==> config.mk <==
export PLATFORM = sky130hd
export DESIGN_NAME = radix_stage_ctrl
export DESIGN_NICKNAME = d
export VERILOG_FILES = /design/src/rtl/radix_stage_ctrl_pkg.sv /design/src/rtl/radix_stage_ctrl_sample_counter.sv /design/src/rtl/radix_stage_ctrl.sv
export SDC_FILE = /design/constraint.sdc
export NUM_CORES = 1
export LEC_CHECK = 0
export ABC_AREA = 1
export BUFFER_PORTS_ARGS = -buffer_cell sky130_fd_sc_hd__clkbuf_2
export CORE_MARGIN = 2
export CORE_UTILIZATION = 52
export CTS_CLUSTER_DIAMETER = 60
export DETAILED_ROUTE_END_ITERATION = 8
export PLACE_DENSITY_LB_ADDON = 0.08
export SYNTH_ARGS = -nofsm -noshare
export SYNTH_HDL_FRONTEND = slang
export SYNTH_SLANG_ARGS = --single-unit
==> constraint.sdc <==
create_clock -name clk -period 3.9 [get_ports clk]
set_input_delay 0 -clock clk [delete_from_list [all_inputs] [get_ports clk]]
set_output_delay 0 -clock clk [all_outputs]
set_load 0.1 [all_outputs]
==> src/rtl/radix_stage_ctrl_pkg.sv <==
// Shared constants and helpers for the radix-2 SDF stage controller and its sibling datapath blocks.
package radix_stage_ctrl_pkg;

   localparam int unsigned float_len = 32;

   localparam logic [1:0] ST_IDLE  = 2'd0;
   localparam logic [1:0] ST_FILL  = 2'd1;
   localparam logic [1:0] ST_BFLY  = 2'd2;
   localparam logic [1:0] ST_DRAIN = 2'd3;

   // Half-span D: number of samples in each fill or butterfly half of a frame.
   function automatic int unsigned half_span(input int unsigned addr_len, input int unsigned stage);
      return 32'(1) << (addr_len - stage);
   endfunction

   // Twiddle port width; a zero-width ROM address still needs a one-bit port.
   function automatic int unsigned tf_width(input int unsigned tf_len);
      return (tf_len > 0) ? tf_len : 32'(1);
   endfunction

endpackage

==> src/rtl/radix_stage_ctrl_sample_counter.sv <==
// Modulo-2D sample counter: phase bit, in-half index k and last-of-half flag.
module stage_sample_counter
   import radix_stage_ctrl_pkg::*;
#(
   parameter int unsigned LOG2D = 12,
   parameter int unsigned TF_W  = 12
) (
   input  logic            clk,
   input  logic            rst,
   input  logic            en,
   output logic            phase,
   output logic [TF_W-1:0] k,
   output logic            last
);

   localparam int unsigned CNT_W = LOG2D + 1;

   logic [CNT_W-1:0] cnt;

   // Natural binary wrap of LOG2D+1 bits gives the modulo-2D count.
   always_ff @(posedge clk) begin
      if (rst)
         cnt <= '0;
      else if (en)
         cnt <= cnt + CNT_W'(1);
   end

   assign phase = cnt[LOG2D];

   generate
      if (LOG2D == 0) begin : g_unit
         assign k    = '0;
         assign last = 1'b1;
      end else begin : g_span
         assign k    = TF_W'(cnt[LOG2D-1:0]);
         assign last = &cnt[LOG2D-1:0];
      end
   endgenerate

endmodule

==> src/rtl/radix_stage_ctrl.sv <==
// Sequencing controller for one radix-2 single-delay-feedback FFT stage.
module radix_stage_ctrl
   import radix_stage_ctrl_pkg::*;
#(
   parameter int unsigned bram_addr_len    = 13,
   parameter int unsigned stageNum         = 1,
   parameter int unsigned bram_tf_addr_len = 12,
   parameter int unsigned frame_cnt_len    = 16
) (
   input  logic                                      clk,
   input  logic                                      rst,
   input  logic                                      data_in_valid,
   input  logic                                      flush,
   output logic                                      in_ready,
   output logic                                      dly_wr_en,
   output logic                                      bf_en,
   output logic                                      dly_out_sel,
   output logic [tf_width(bram_tf_addr_len)-1:0]     tf_addr,
   output logic                                      tf_rd_en,
   output logic                                      out_valid,
   output logic                                      frame_done,
   output logic [frame_cnt_len-1:0]                  frame_cnt,
   output logic                                      busy,
   output logic                                      err_ovf
);

   localparam int unsigned LOG2D = bram_addr_len - stageNum;
   localparam int unsigned D     = half_span(bram_addr_len, stageNum);
   localparam int unsigned TF_W  = tf_width(bram_tf_addr_len);
   localparam int unsigned CNT_W = LOG2D + 1;

   generate
      if (stageNum < 1 || stageNum > bram_addr_len ||
          bram_tf_addr_len != bram_addr_len - stageNum) begin : g_cfg_err
         $error("radix_stage_ctrl: bram_tf_addr_len must equal bram_addr_len-stageNum, stageNum in 1..bram_addr_len");
      end
   endgenerate

   logic                     accept_c;
   logic                     cnt_en;
   logic                     phase;
   logic [TF_W-1:0]          k;
   logic                     last;
   logic                     at_start_c;

   logic [1:0]               state, state_nxt;
   logic [CNT_W-1:0]         dcnt, dcnt_nxt;
   logic                     pending, pending_nxt;
   logic                     ready_nxt, wr_nxt, bf_nxt, sel_nxt, ov_nxt, done_nxt, busy_nxt, err_nxt;
   logic [TF_W-1:0]          tf_nxt;
   logic [frame_cnt_len-1:0] frame_cnt_nxt;

   assign accept_c   = data_in_valid & in_ready;
   assign at_start_c = ~phase & (k == '0);
   assign tf_rd_en   = bf_en;

   stage_sample_counter #(
      .LOG2D (LOG2D),
      .TF_W  (TF_W)
   ) u_cnt (
      .clk   (clk),
      .rst   (rst),
      .en    (cnt_en),
      .phase (phase),
      .k     (k),
      .last  (last)
   );

   always_ff @(posedge clk) begin
      if (rst) begin
         state       <= ST_IDLE;
         dcnt        <= '0;
         pending     <= 1'b0;
         in_ready    <= 1'b1;
         dly_wr_en   <= 1'b0;
         bf_en       <= 1'b0;
         dly_out_sel <= 1'b0;
         tf_addr     <= '0;
         out_valid   <= 1'b0;
         frame_done  <= 1'b0;
         frame_cnt   <= '0;
         busy        <= 1'b0;
         err_ovf     <= 1'b0;
      end else begin
         state       <= state_nxt;
         dcnt        <= dcnt_nxt;
         pending     <= pending_nxt;
         in_ready    <= ready_nxt;
         dly_wr_en   <= wr_nxt;
         bf_en       <= bf_nxt;
         dly_out_sel <= sel_nxt;
         tf_addr     <= tf_nxt;
         out_valid   <= ov_nxt;
         frame_done  <= done_nxt;
         frame_cnt   <= frame_cnt_nxt;
         busy        <= busy_nxt;
         err_ovf     <= err_nxt;
      end
   end

   // Next state and next registered strobes; strobes describe the sample accepted this edge.
   always_comb begin
      state_nxt     = state;
      dcnt_nxt      = dcnt;
      pending_nxt   = pending;
      frame_cnt_nxt = frame_cnt;
      cnt_en        = 1'b0;
      wr_nxt        = 1'b0;
      bf_nxt        = 1'b0;
      sel_nxt       = 1'b0;
      done_nxt      = 1'b0;
      tf_nxt        = '0;
      err_nxt       = err_ovf | (data_in_valid & ~in_ready);

      case (state)
         ST_IDLE, ST_FILL: begin
            if (accept_c) begin
               cnt_en  = 1'b1;
               wr_nxt  = 1'b1;
               sel_nxt = pending;
               if (last) begin
                  state_nxt   = ST_BFLY;
                  pending_nxt = 1'b0;
               end else begin
                  state_nxt = ST_FILL;
               end
            end else if (state == ST_FILL && flush && pending && at_start_c) begin
               state_nxt = ST_DRAIN;
               dcnt_nxt  = '0;
               sel_nxt   = 1'b1;
            end
         end
         ST_BFLY: begin
            if (accept_c) begin
               cnt_en = 1'b1;
               bf_nxt = 1'b1;
               tf_nxt = k;
               if (last) begin
                  done_nxt      = 1'b1;
                  frame_cnt_nxt = frame_cnt + frame_cnt_len'(1);
                  pending_nxt   = 1'b1;
                  state_nxt     = ST_FILL;
               end
            end
         end
         ST_DRAIN: begin
            if (dcnt == CNT_W'(D - 1)) begin
               state_nxt   = ST_IDLE;
               pending_nxt = 1'b0;
            end else begin
               dcnt_nxt = dcnt + CNT_W'(1);
               sel_nxt  = 1'b1;
            end
         end
         default: state_nxt = ST_IDLE;
      endcase

      ready_nxt = (state_nxt != ST_DRAIN);
      ov_nxt    = bf_nxt | sel_nxt;
      busy_nxt  = (state_nxt != ST_IDLE) | pending_nxt;
   end

endmodule

### Word-level counts from Yosys, hierarchy flattened

Index checks and enable logic that the tools add are counted.

| storage, ports and cells | value |
|---|---|
| register bits after elaboration | 65 |
| output and inout port bits | 37 |

| operators by class | value |
|---|---|
| $add $sub $neg | 3 |
| equality and inequality tests | 8 |
| muxes and demuxes | 25 |
| bitwise logic cells | 11 |
| reductions and logical operators | 14 |

Operator list:

| cell | number |
|---|---|
| 13-bit 2-to-1 mux | 3 |
| 13-bit by 1-bit adder with 13-bit output (second input constant) | 2 |
| 13-bit case mux with 2 select lines | 1 |
| 16-bit by 1-bit adder with 16-bit output (second input constant) | 1 |
| 14-bit AND reduction | 1 |
| 13-bit by 12-bit equality test with 1-bit output (second input constant) | 1 |
| 12-bit zero test | 1 |
| 1-bit 2-to-1 mux | 12 |
| 2-bit 2-to-1 mux | 6 |
| 12-bit AND reduction | 1 |
| 2-bit != test (second input constant) | 4 |
| 2-bit case mux with 3 select lines | 1 |
| 3-bit OR reduction | 2 |
| 1-bit inverter | 5 |
| 2-bit equality test (second input constant) | 2 |
| 4-bit AND reduction | 1 |
| 2-bit nonzero test | 2 |
| 2-bit OR reduction | 2 |
| 1-bit bitwise AND | 3 |
| 1-bit logical AND | 3 |
| 1-bit bitwise OR | 3 |
| 1-bit case mux with 3 select lines | 1 |
| 2-bit by 1-bit equality test with 1-bit output (second input constant) | 1 |
| 2-bit zero test | 1 |
| 1-bit case mux with 2 select lines | 1 |

### Depth between registers and ports, before layout

Gate-level depths: netlist of the first run.

| depth | value |
|---|---|
| word-level depth | 9 |
| depth in mapped cells | 11 |
| gate-level depth less buffers | 10 |

### By module

A second synthesis of the first run with hierarchy kept.

| second synthesis, totals | value |
|---|---|
| cells, all modules | 465 |
| area total of the unflattened synthesis | 3199.3 µm² |

Modules (own cells, without submodules):

| module | instances | cells an instance | area an instance (µm²) | seq. area each (µm²) |
|---|---|---|---|---|
| radix_stage_ctrl | 1 | 366 | 2527.4 | 1041.0 |
| stage_sample_counter | 1 | 99 | 671.9 | 260.2 |

### Worst setup path before layout of the first run

OpenSTA, ideal clock, no wires.

| path | value |
|---|---|
| kind | register to register |
| from | register frame_cnt[1] |
| to | register frame_cnt[14] |
| library setup time | 134 ps |
| data arrival time | 2024 ps |
| required time | 3766 ps |
| setup slack | 1743 ps |
| cell stages (with the launch flop) | 9 |
| buffers on the path | 0 |
| period minus slack after synthesis | 2157 ps |
| cell sequence | dfxtp_1 -> ha_1 -> nand2_1 -> nor3_1 -> nand3_1 -> nand2_1 -> nand2_1 -> nand2_1 -> a21oi_1 |

| between the ends | value |
|---|---|
| cells in the longest elaborated chain, start to end | 1 |

Ends and longest elaborated chain:

| item | RTL line | source |
|---|---|---|
| from (decl) | radix_stage_ctrl.sv:22 | `output logic [frame_cnt_len-1:0] frame_cnt,` |
| from (signal assigned) | radix_stage_ctrl.sv:95 | `frame_cnt <= frame_cnt_nxt;` |
| 16-bit by 1-bit adder with 16-bit output | radix_stage_ctrl.sv:140 | `frame_cnt_nxt = frame_cnt + frame_cnt_len'(1);` |

Every way passes these cells.
A chain may end at the register's enable or synchronous reset.

### Worst setup path after layout of the first run

| path | value |
|---|---|
| from | register in_ready |
| to | register frame_cnt[1] |

| between the ends | value |
|---|---|
| cells in the longest elaborated chain, start to end | 2 |

Ends and longest elaborated chain:

| item | RTL line | source |
|---|---|---|
| from (decl) | radix_stage_ctrl.sv:14 | `output logic in_ready,` |
| from (signal assigned) | radix_stage_ctrl.sv:88 | `in_ready <= ready_nxt;` |
| 1-bit bitwise AND | radix_stage_ctrl.sv:53 | `assign accept_c = data_in_valid & in_ready;` |
| 14-bit AND reduction (no line) | -- |  |

Every way passes these cells.

==> results of run 1 <==
metal layers:
layer | GRT usage | wire (µm) | vias to the layer above
met1 | 0.274 | 3150 | 1282
li1 | - | - | 1502
met4 | 0.0712 | 104 | 0
met2 | 0.365 | 3190 | 43
met5 | 0 | 0 | -
met3 | 0.0593 | 291 | 10
state kept, by name (all words and copies together) (netlist names):
name	count
u_cnt.cnt	13
err_ovf	1
busy	1
tf_addr	12
in_ready	1
frame_done	1
bf_en	1
frame_cnt	16
dly_out_sel	1
out_valid	1
dly_wr_en	1
dcnt	13
pending	1
state	2
critical path: stages (launching register included):
cell	delay, ps
sky130_fd_sc_hd__dfxtp_1	350
sky130_fd_sc_hd__nand2_1	180
sky130_fd_sc_hd__inv_1	180
sky130_fd_sc_hd__nand4_1	120
sky130_fd_sc_hd__nor2_2	360
sky130_fd_sc_hd__inv_1	270
sky130_fd_sc_hd__nand2_1	120
sky130_fd_sc_hd__a21oi_1	60
area by class of cell:
type,instances,share of cell area
Multi-Input combinational cell,318,0.434
Clock buffer,10,0.0386
Inverter,55,0.0583
Tap cell,75,0.0263
Sequential cell,65,0.365
Clock inverter,6,0.0190
Timing Repair Buffer,41,0.0590
worst paths after layout:
kind / endpoint / slack (ps)
max: frame_cnt[1] / 2120
min: dcnt[7] / 260
min reg2reg: dcnt[12] / 460
max reg2reg: frame_cnt[1] / 2120
synth_stat cells, drive strengths merged:
library cell,count,area [µm²]
xor2,8,70.1
clkinv,1,5.00
o21a,1,7.51
dfxtp,65,1300
and3,1,6.26
buf,7,51.3
nor3,10,61.3
or2,4,25.0
a21oi,40,211
inv,54,203
nand2,123,499
clkbuf,4,15.0
xnor2,1,8.76
o21ai,15,75.1
nand3,31,155
nor2,69,307
ha,4,50.1
nand4,11,68.8
what timing repair did:
action / 4_1_cts / 5_1_grt
gates resized for setup: 0 / 0
endpoints found under the hold margin: 1 / 0
endpoints found under the setup margin: 0 / 0
hold buffers: 1 / 0
logic make-up (layout without fill, tap and decap cells):
family,count (synthesis),in the layout,synth area share
and+or+nand+nor,249,249,0.360
buffers and inverters,66,112,0.0878
DFF,65,65,0.417
AOI/OAI and AO/OA,56,56,0.0942
xor gates and xnor gates,9,9,0.0253
adders and majority gates,4,4,0.0160
report_power, final:
| part | total (W) | switching, W | leakage [nW] | internal, W |
|---|---|---|---|---|
| Combinational | 0.0000417 | 0.0000317 | 0.867 | 0.0000100 |
| Clock | 0.000588 | 0.000274 | 0.0985 | 0.000313 |
| Sequential | 0.000671 | 0.00000370 | 0.525 | 0.000667 |
stage by stage:
step	instances	area, µm²	worst slack (ps)	power [W]
2_1_floorplan	449	3120	1740	0.000717
4_1_cts	570	3560	2100	0.00131
5_1_grt	570	3560	1880	0.00135
3_3_place_gp	553	3350	2140	0.000727
3_5_place_dp	553	3350	2110	0.000728
6_report	570	3560	2120	0.00130
layout by cell type (no fill, tap or decap), types with 4 or more instances in the layout:
cell / n
sky130_fd_sc_hd__nand2_2: 6
sky130_fd_sc_hd__clkbuf_8: 10
sky130_fd_sc_hd__nor2_1: 60
sky130_fd_sc_hd__o21ai_1: 4
sky130_fd_sc_hd__nand4_1: 11
sky130_fd_sc_hd__o21ai_0: 11
sky130_fd_sc_hd__dfxtp_1: 65
sky130_fd_sc_hd__nor2_2: 4
sky130_fd_sc_hd__xor2_1: 8
sky130_fd_sc_hd__nor3_1: 9
sky130_fd_sc_hd__nand3_1: 31
sky130_fd_sc_hd__or2_2: 4
sky130_fd_sc_hd__clkbuf_2: 40
sky130_fd_sc_hd__nand2_1: 114
sky130_fd_sc_hd__nor2_4: 5
sky130_fd_sc_hd__inv_1: 51
sky130_fd_sc_hd__ha_1: 4
sky130_fd_sc_hd__a21oi_1: 37
==> summary.md, run 1 <==
The portion of the clock cycle consumed by the worst path in the final layout is 0.455, and the routability congestion estimate from global placement is 0.878. Setup repair after global routing left no endpoint under its margin. Across the VDD grid, the largest voltage drop is 0.371 mV. Clock latency on the worst-skew pair, taken at its later pin, is 340 ps. The worst-case reg-to-reg path depth is 7. In this run the power density over the cells is 365 nW/µm².

Using the TritonRoute via totals, the vias-per-cell ratio works out to 4.98. The H-tree generated during clock tree synthesis spans 3 levels. Synthesis produced a netlist with a net count of 457. The die is 81.5 µm wide.

The run gives 0 as the number of pins with negative max-slew slack in the final report. Number of global-route vias before repair: 2,556. The area enclosed by the die boundary came out at 6640 µm². The root buffer cell chosen for the clock tree is sky130_fd_sc_hd__clkbuf_8.

The sink count of the clock tree came out at 65. The critical path starts at in_ready. In this run the worst hold path is classified as in2reg. The run gives 4810 µm as the half-perimeter wire length after detailed placement. The startpoint of the most critical hold path was rst. The CTS buffer count is 9, and the final setup violation count is 0.

For this run the aggregate overflow at the end of global routing stands at 0. For the number of antenna violations at the first check in global routing, the log shows 0. After detailed routing, the number of remaining DRC violations is 0. Synthesis instantiated 29 different standard cells from the library. Summed over all failing endpoints, the final setup total negative slack is 0 ps. For the final clock skew, the log shows 6.60 ps. The iteration-0 DRC count of the detailed router came out at 165. The post-synthesis sequential area ratio was 0.417; the final routed wire length divided by cell count was 11.8 µm.

The count of max-cap constraint violations is 0, and the number of cell rows is 28. Data arrives at the worst endpoint at 1970 ps. Clock-pin slew was measured on the worst setup and hold paths at 70 ps. Static timing analysis puts the maximum clock frequency at 0.563 GHz. After technology mapping, the gate count stands at 449.

The first global-routing pass estimated 11,100 µm of wire. The multi-input combinational cells in the finished layout cover a total of 1550 µm². The repair_antennas step left the layout with diodes totalling 0.

Relative to the synthesized area, the layout overhead comes to 14.2%. After synthesis the cells add up to 3120 µm². The worst setup path is launched from a register. The category of the most critical setup path was reg2reg.

The run gives 0.533 as the effective utilization at floorplan. In this run the critical register-to-register path is launched from in_ready. Yosys printed 0 warnings. At the worst endpoint, the required time is 4100 ps.

The tools report the remaining max-slew budget at the tightest pin as 0.546. The mean cell area of the mapped netlist was 6.95 µm²; the overall via count from detail_route was 2,837. The pin count of the biggest net entering global routing was 29. The leakage dissipation is 1.49 nW.

In this run, synthesis produced a sequential element count of 65. Post-CTS timing repair inserted 0 buffers for setup. The final standard cell utilization of the core was 0.609. TritonCTS built the clock tree. For the aggregate global-route resource usage, the log shows 0.219. The maximum buffer depth of the clock tree was 2; the top fanout value on the critical path was 12. The share of layout cells above drive strength 1 came out at 0.174. STA classifies the critical path endpoint as a register.

Subtracting the final worst setup slack from the clock period gives 1780 ps. The worst hold path passes through 2 cells. Across the whole layout, storage elements account for 1300 µm². The run gives 0 as the number of hold violations in the final report.

In the final design database the tool counted 498 nets. Input and output buffers added on the ports amount to 40. Total length of routed wires: 6730 µm. The worst hold slack across all endpoints is 264 ps, and the detailed-router iteration count before antenna repair is 6. The slew of the pin with the lowest slew margin is 681 ps. During I/O placement, the number of pins put on the boundary was 41. The tools report the antenna violation net count after detailed routing as 0. The flow ran to the end, and the final reports show no timing, DRC or antenna violations. Measured along the y axis, the die boundary spans 81.5 µm.

Counting the fill cells in the layout gives 567. The floorplan step defined a core boundary enclosing 5850 µm².
(Power assumes the default switching activity.)
==> run 2, diff against run 1 <==
ABC_AREA = 0   (was 1)
CORE_UTILIZATION = 50   (was 52)
clock period = 1.4 ns   (was 3.9 ns; I/O delays follow)
==> summary.md, run 2 <==
Number of cell rows: 26 (-7.1%). The clock period minus worst slack came out at 2240 ps (+461 ps). The required time at the endpoint of the critical path came out at 1680 ps (-2420 ps). Setup repair after global routing could not meet its margin everywhere.

Among all stages on the critical path, the largest delay is contributed by sky130_fd_sc_hd__or4_1. Clock transition at the registers of the reported paths: 70 ps (about the same). The post-synthesis cell area is 2700 µm² (-14%).

The register with the most flip-flops in the final layout is frame_cnt. Overall via count from detail_route: 3,169 (+12%). The cell count after synthesis was 306 (-32%); the signal arrival time at the worst endpoint was 2520 ps (+550 ps). The largest stage delay on the critical path is 550 ps (+190 ps), and the relative area change from synthesis to final layout is 70.5%. The final worst-path setup slack is -838 ps (-2960 ps), and the number of warning messages in the yosys log is 0 (unchanged). By startpoint and endpoint, the worst setup path is classified as reg2reg.

The most frequent cell after synthesis was sky130_fd_sc_hd__dfxtp_1. The count of max-cap constraint violations was 0 (unchanged). By area the synthesized netlist is led by sky130_fd_sc_hd__dfxtp_1 (48%), sky130_fd_sc_hd__nor2_1 (4.7%), sky130_fd_sc_hd__a21oi_1 (3.9%), sky130_fd_sc_hd__xnor2_1 (3.9%), sky130_fd_sc_hd__or4_1 (3.3%). Maximum buffer depth of the clock tree: 2 (unchanged). The final reports fail on negative setup slack. The post-detailed-route DRC marker count is 0 (unchanged). The detailed-router iteration count before antenna repair was 6 (unchanged). Count of flip-flops with a built-in enable after synthesis: 0 (unchanged). The pre-CTS worst setup slack came out at -851 ps (-2960 ps). The total of flip-flops plus latches after synthesis is 65 (unchanged), and the number of instances in the placed design is 486 (-12%). The CTS buffer count came out at 9 (unchanged). The logs give 0 (-1) for the quantity of hold-fixing buffers added after cts and 46 (+46) for the final setup violation count. Iteration-0 DRC count of the detailed router: 385 (+130%). The width of the chip works out to 77.5 µm (-4.9%). The number of distinct library cells after synthesis is 40 (+38%), and the portion of the clock cycle consumed by the worst path in the final layout is 1.60 (+1.14).

The family of cells with the greatest summed delay on the critical path is simple AND/OR/NAND/NOR gates. The final routed wire length divided by cell count came out at 19.8 µm (+68%). The clock insertion delay at the later pin of the skew report is 350 ps (about the same), and the mean cell area of the mapped netlist is 8.82 µm² (+27%). The logs give 4760 µm (-1.1%) for the half-perimeter wire length after detailed placement and 26 (-10%) for the pin count of the biggest net entering global routing.

In the synthesized netlist, the cells that appear most often are sky130_fd_sc_hd__dfxtp_1 (65), sky130_fd_sc_hd__nor2_1 (34), sky130_fd_sc_hd__a21oi_1 (21), sky130_fd_sc_hd__nand2_1 (21), sky130_fd_sc_hd__nand3_1 (14). The library cell used most frequently in the layout, excluding fill and tap cells, is sky130_fd_sc_hd__buf_4. The share of flip-flops with an asynchronous set or reset works out to 0 (unchanged). The top cell types in the final layout, fill and taps aside, are sky130_fd_sc_hd__buf_4 (87), sky130_fd_sc_hd__clkbuf_2 (40), sky130_fd_sc_hd__dfxtp_1 (38), sky130_fd_sc_hd__nor2_1 (30), sky130_fd_sc_hd__dfxtp_2 (25). The die height is 77.5 µm (-4.9%). The final cell count without fillers came out at 532 (-6.7%). The cell chosen for the clock root is sky130_fd_sc_hd__clkbuf_8.

The tools report the number of global-route vias before repair as 2,699 (+5.6%). STA classifies the critical path endpoint as a register. Count of buffers from port buffering: 40 (unchanged). For the final clock skew, the log shows 10.0 ps (+3.41 ps). The total core area was 5170 µm² (-12%); the share of layout cells above drive strength 1 was 0.554 (+0.380). For the effective utilization at floorplan, the log shows 0.522 (-0.0118).

Wire length of the first global-routing pass: 12,700 µm (+14%). The run gives 0 (unchanged) as the number of pins with negative max-slew slack in the final report. The tools report the count of nets after finishing as 465 (-6.6%).

TritonCTS built the clock tree. The count of inserted antenna diode cells was 0 (unchanged). The flip-flop count of the largest register after layout is 16 (unchanged), and the global route total overflow is 0 (unchanged). The number of antenna violations at the first check in global routing was 0 (unchanged). The number of hold violations in the final report is 0 (unchanged). Traced cell by cell, the critical path runs through buf_6 -> or4_4 -> nor3_4 -> a2bb2oi_4 -> or4_1 -> a21oi_1. In the final layout, the registers with the most flip-flops are frame_cnt: 16 flops, dcnt: 13 flops, u_cnt.cnt: 13 flops. Among all flip-flop cells after synthesis, the most frequent one is sky130_fd_sc_hd__dfxtp_1. The area fraction of the dominant cell type after synthesis is 0.482 (+0.0654).

Total buffers and inverters traversed by the critical path: 1 (-1). The logs give 2.00 nW (+34%) for the leakage dissipation and 314 (-31%) for the net count of the mapped netlist. The tools report the peak ir drop on the vdd network as 0.607 mV (+63%). For the sink count of the clock tree, the log shows 65 (unchanged). Area enclosed by the die boundary: 6000 µm² (-9.6%). Routability congestion estimate from global placement: 0.847 (-3.6%).

For the total I/O pin count, the log shows 41 (unchanged). The worst hold path class is in2reg. The biggest area contributor in the post-synthesis netlist is sky130_fd_sc_hd__dfxtp_1. The count of H-tree levels built during CTS was 3 (unchanged); the top fanout value on the critical path was 7 (-5). For the post-synthesis sequential area ratio, the log shows 0.482 (+0.0654). The flow ran to the end, but the final reports show violations. The worst setup path is launched from a register.

The aggregate global-route resource usage was 0.269 (+0.0508). The logs give 0.447 GHz (-21%) for the fmax and 0 (unchanged) for the antenna violation net count after detailed routing. The power density normalized to cell area is 843 nW/µm² (+130%).

The remaining max-slew budget at the tightest pin is 0.539 (-0.00652), and the average via count per standard cell is 5.96 (+20%). Total length of routed wires: 10,500 µm (+57%). The slew of the pin with the lowest slew margin is 685 ps (+4.08 ps).
[run 2: changes by cell type after synthesis, sizes merged, moves of 6 or more]
cell,before,now
xnor2,1,12
o21ai,15,8
a21oi,40,21
and2,0,13
or4,0,12
nand2,123,21
nor4,0,11
o31ai,0,6
nand3,31,14
nor2,69,34
inv,54,10
or3,0,9
[run 2: power breakdown]
| group | switching (W) | internal [W] |
|---|---|---|
| Combinational | 0.000132 | 0.0000858 |
| Sequential | 0.0000137 | 0.00186 |
| Clock | 0.000788 | 0.000999 |
[run 2: worst min-delay path, stage by stage]
cell	delay (ps)
sky130_fd_sc_hd__clkbuf_2	130
sky130_fd_sc_hd__buf_4	140
sky130_fd_sc_hd__a21oi_1	60
sky130_fd_sc_hd__nor2_1	70
[run 2: cell families after synthesis]
logic type               Yosys count  synth area share
buffers and inverters             23            0.0348
multiplexers                       2           0.00742
adder cells (fa/ha/maj)            4            0.0186
AO/OA/AOI/OAI                     44            0.0988
XOR/XNOR                          20            0.0649
AND/OR/NAND/NOR                  148             0.293
flip-flops                        65             0.482
[run 2: layout make-up]
type / instances / area [µm²]
well taps: 70 / 87.6
fillers: 246 / 574
multi-input cells: 219 / 1770
flip-flops and latches: 65 / 1340
inverters: 10 / 37.5
clock buffers: 9 / 124
repair buffers: 152 / 1150
clock inverters: 7 / 93.8
[run 2: what timing repair did]
action,4_1_cts,5_1_grt
buffers inserted,12,21
endpoints found under the setup margin,45,48
resized for setup,39,68
pin swaps,22,48
cloned,1,0
hold endpoints to repair,0,0
[run 2: per-stage QoR]
step	util	setup TNS [ps]	power, W	area [µm²]	hold WS [ps]
2_1_floorplan	-	-18750	0.00200	2810	101
3_3_place_gp	0.708	-21240	0.00207	3660	387
3_5_place_dp	0.708	-22560	0.00207	3660	401
4_1_cts	0.809	-20920	0.00379	4180	45.6
5_1_grt	0.889	-30900	0.00397	4600	107
6_report	0.889	-28440	0.00388	4600	88.8
[run 2: path summary, 6_finish.rpt]
| path | from | endpoint | slack [ps] | cells past startpoint |
|---|---|---|---|---|
| min | data_in_valid | err_ovf | 90 | 4 |
| min reg2reg | err_ovf | err_ovf | 470 | 2 |
| max reg2reg | u_cnt.cnt[9] | dcnt[11] | -840 | 6 |
| max | u_cnt.cnt[9] | dcnt[11] | -840 | 6 |
[run 2: metal layers]
metal,global-route usage,share of wire,vias up
met1,0.333,0.38,1511
met4,0.111,0.051,0
met3,0.0663,0.073,64
li1,-,-,1384
met2,0.450,0.50,210
met5,0,0,-
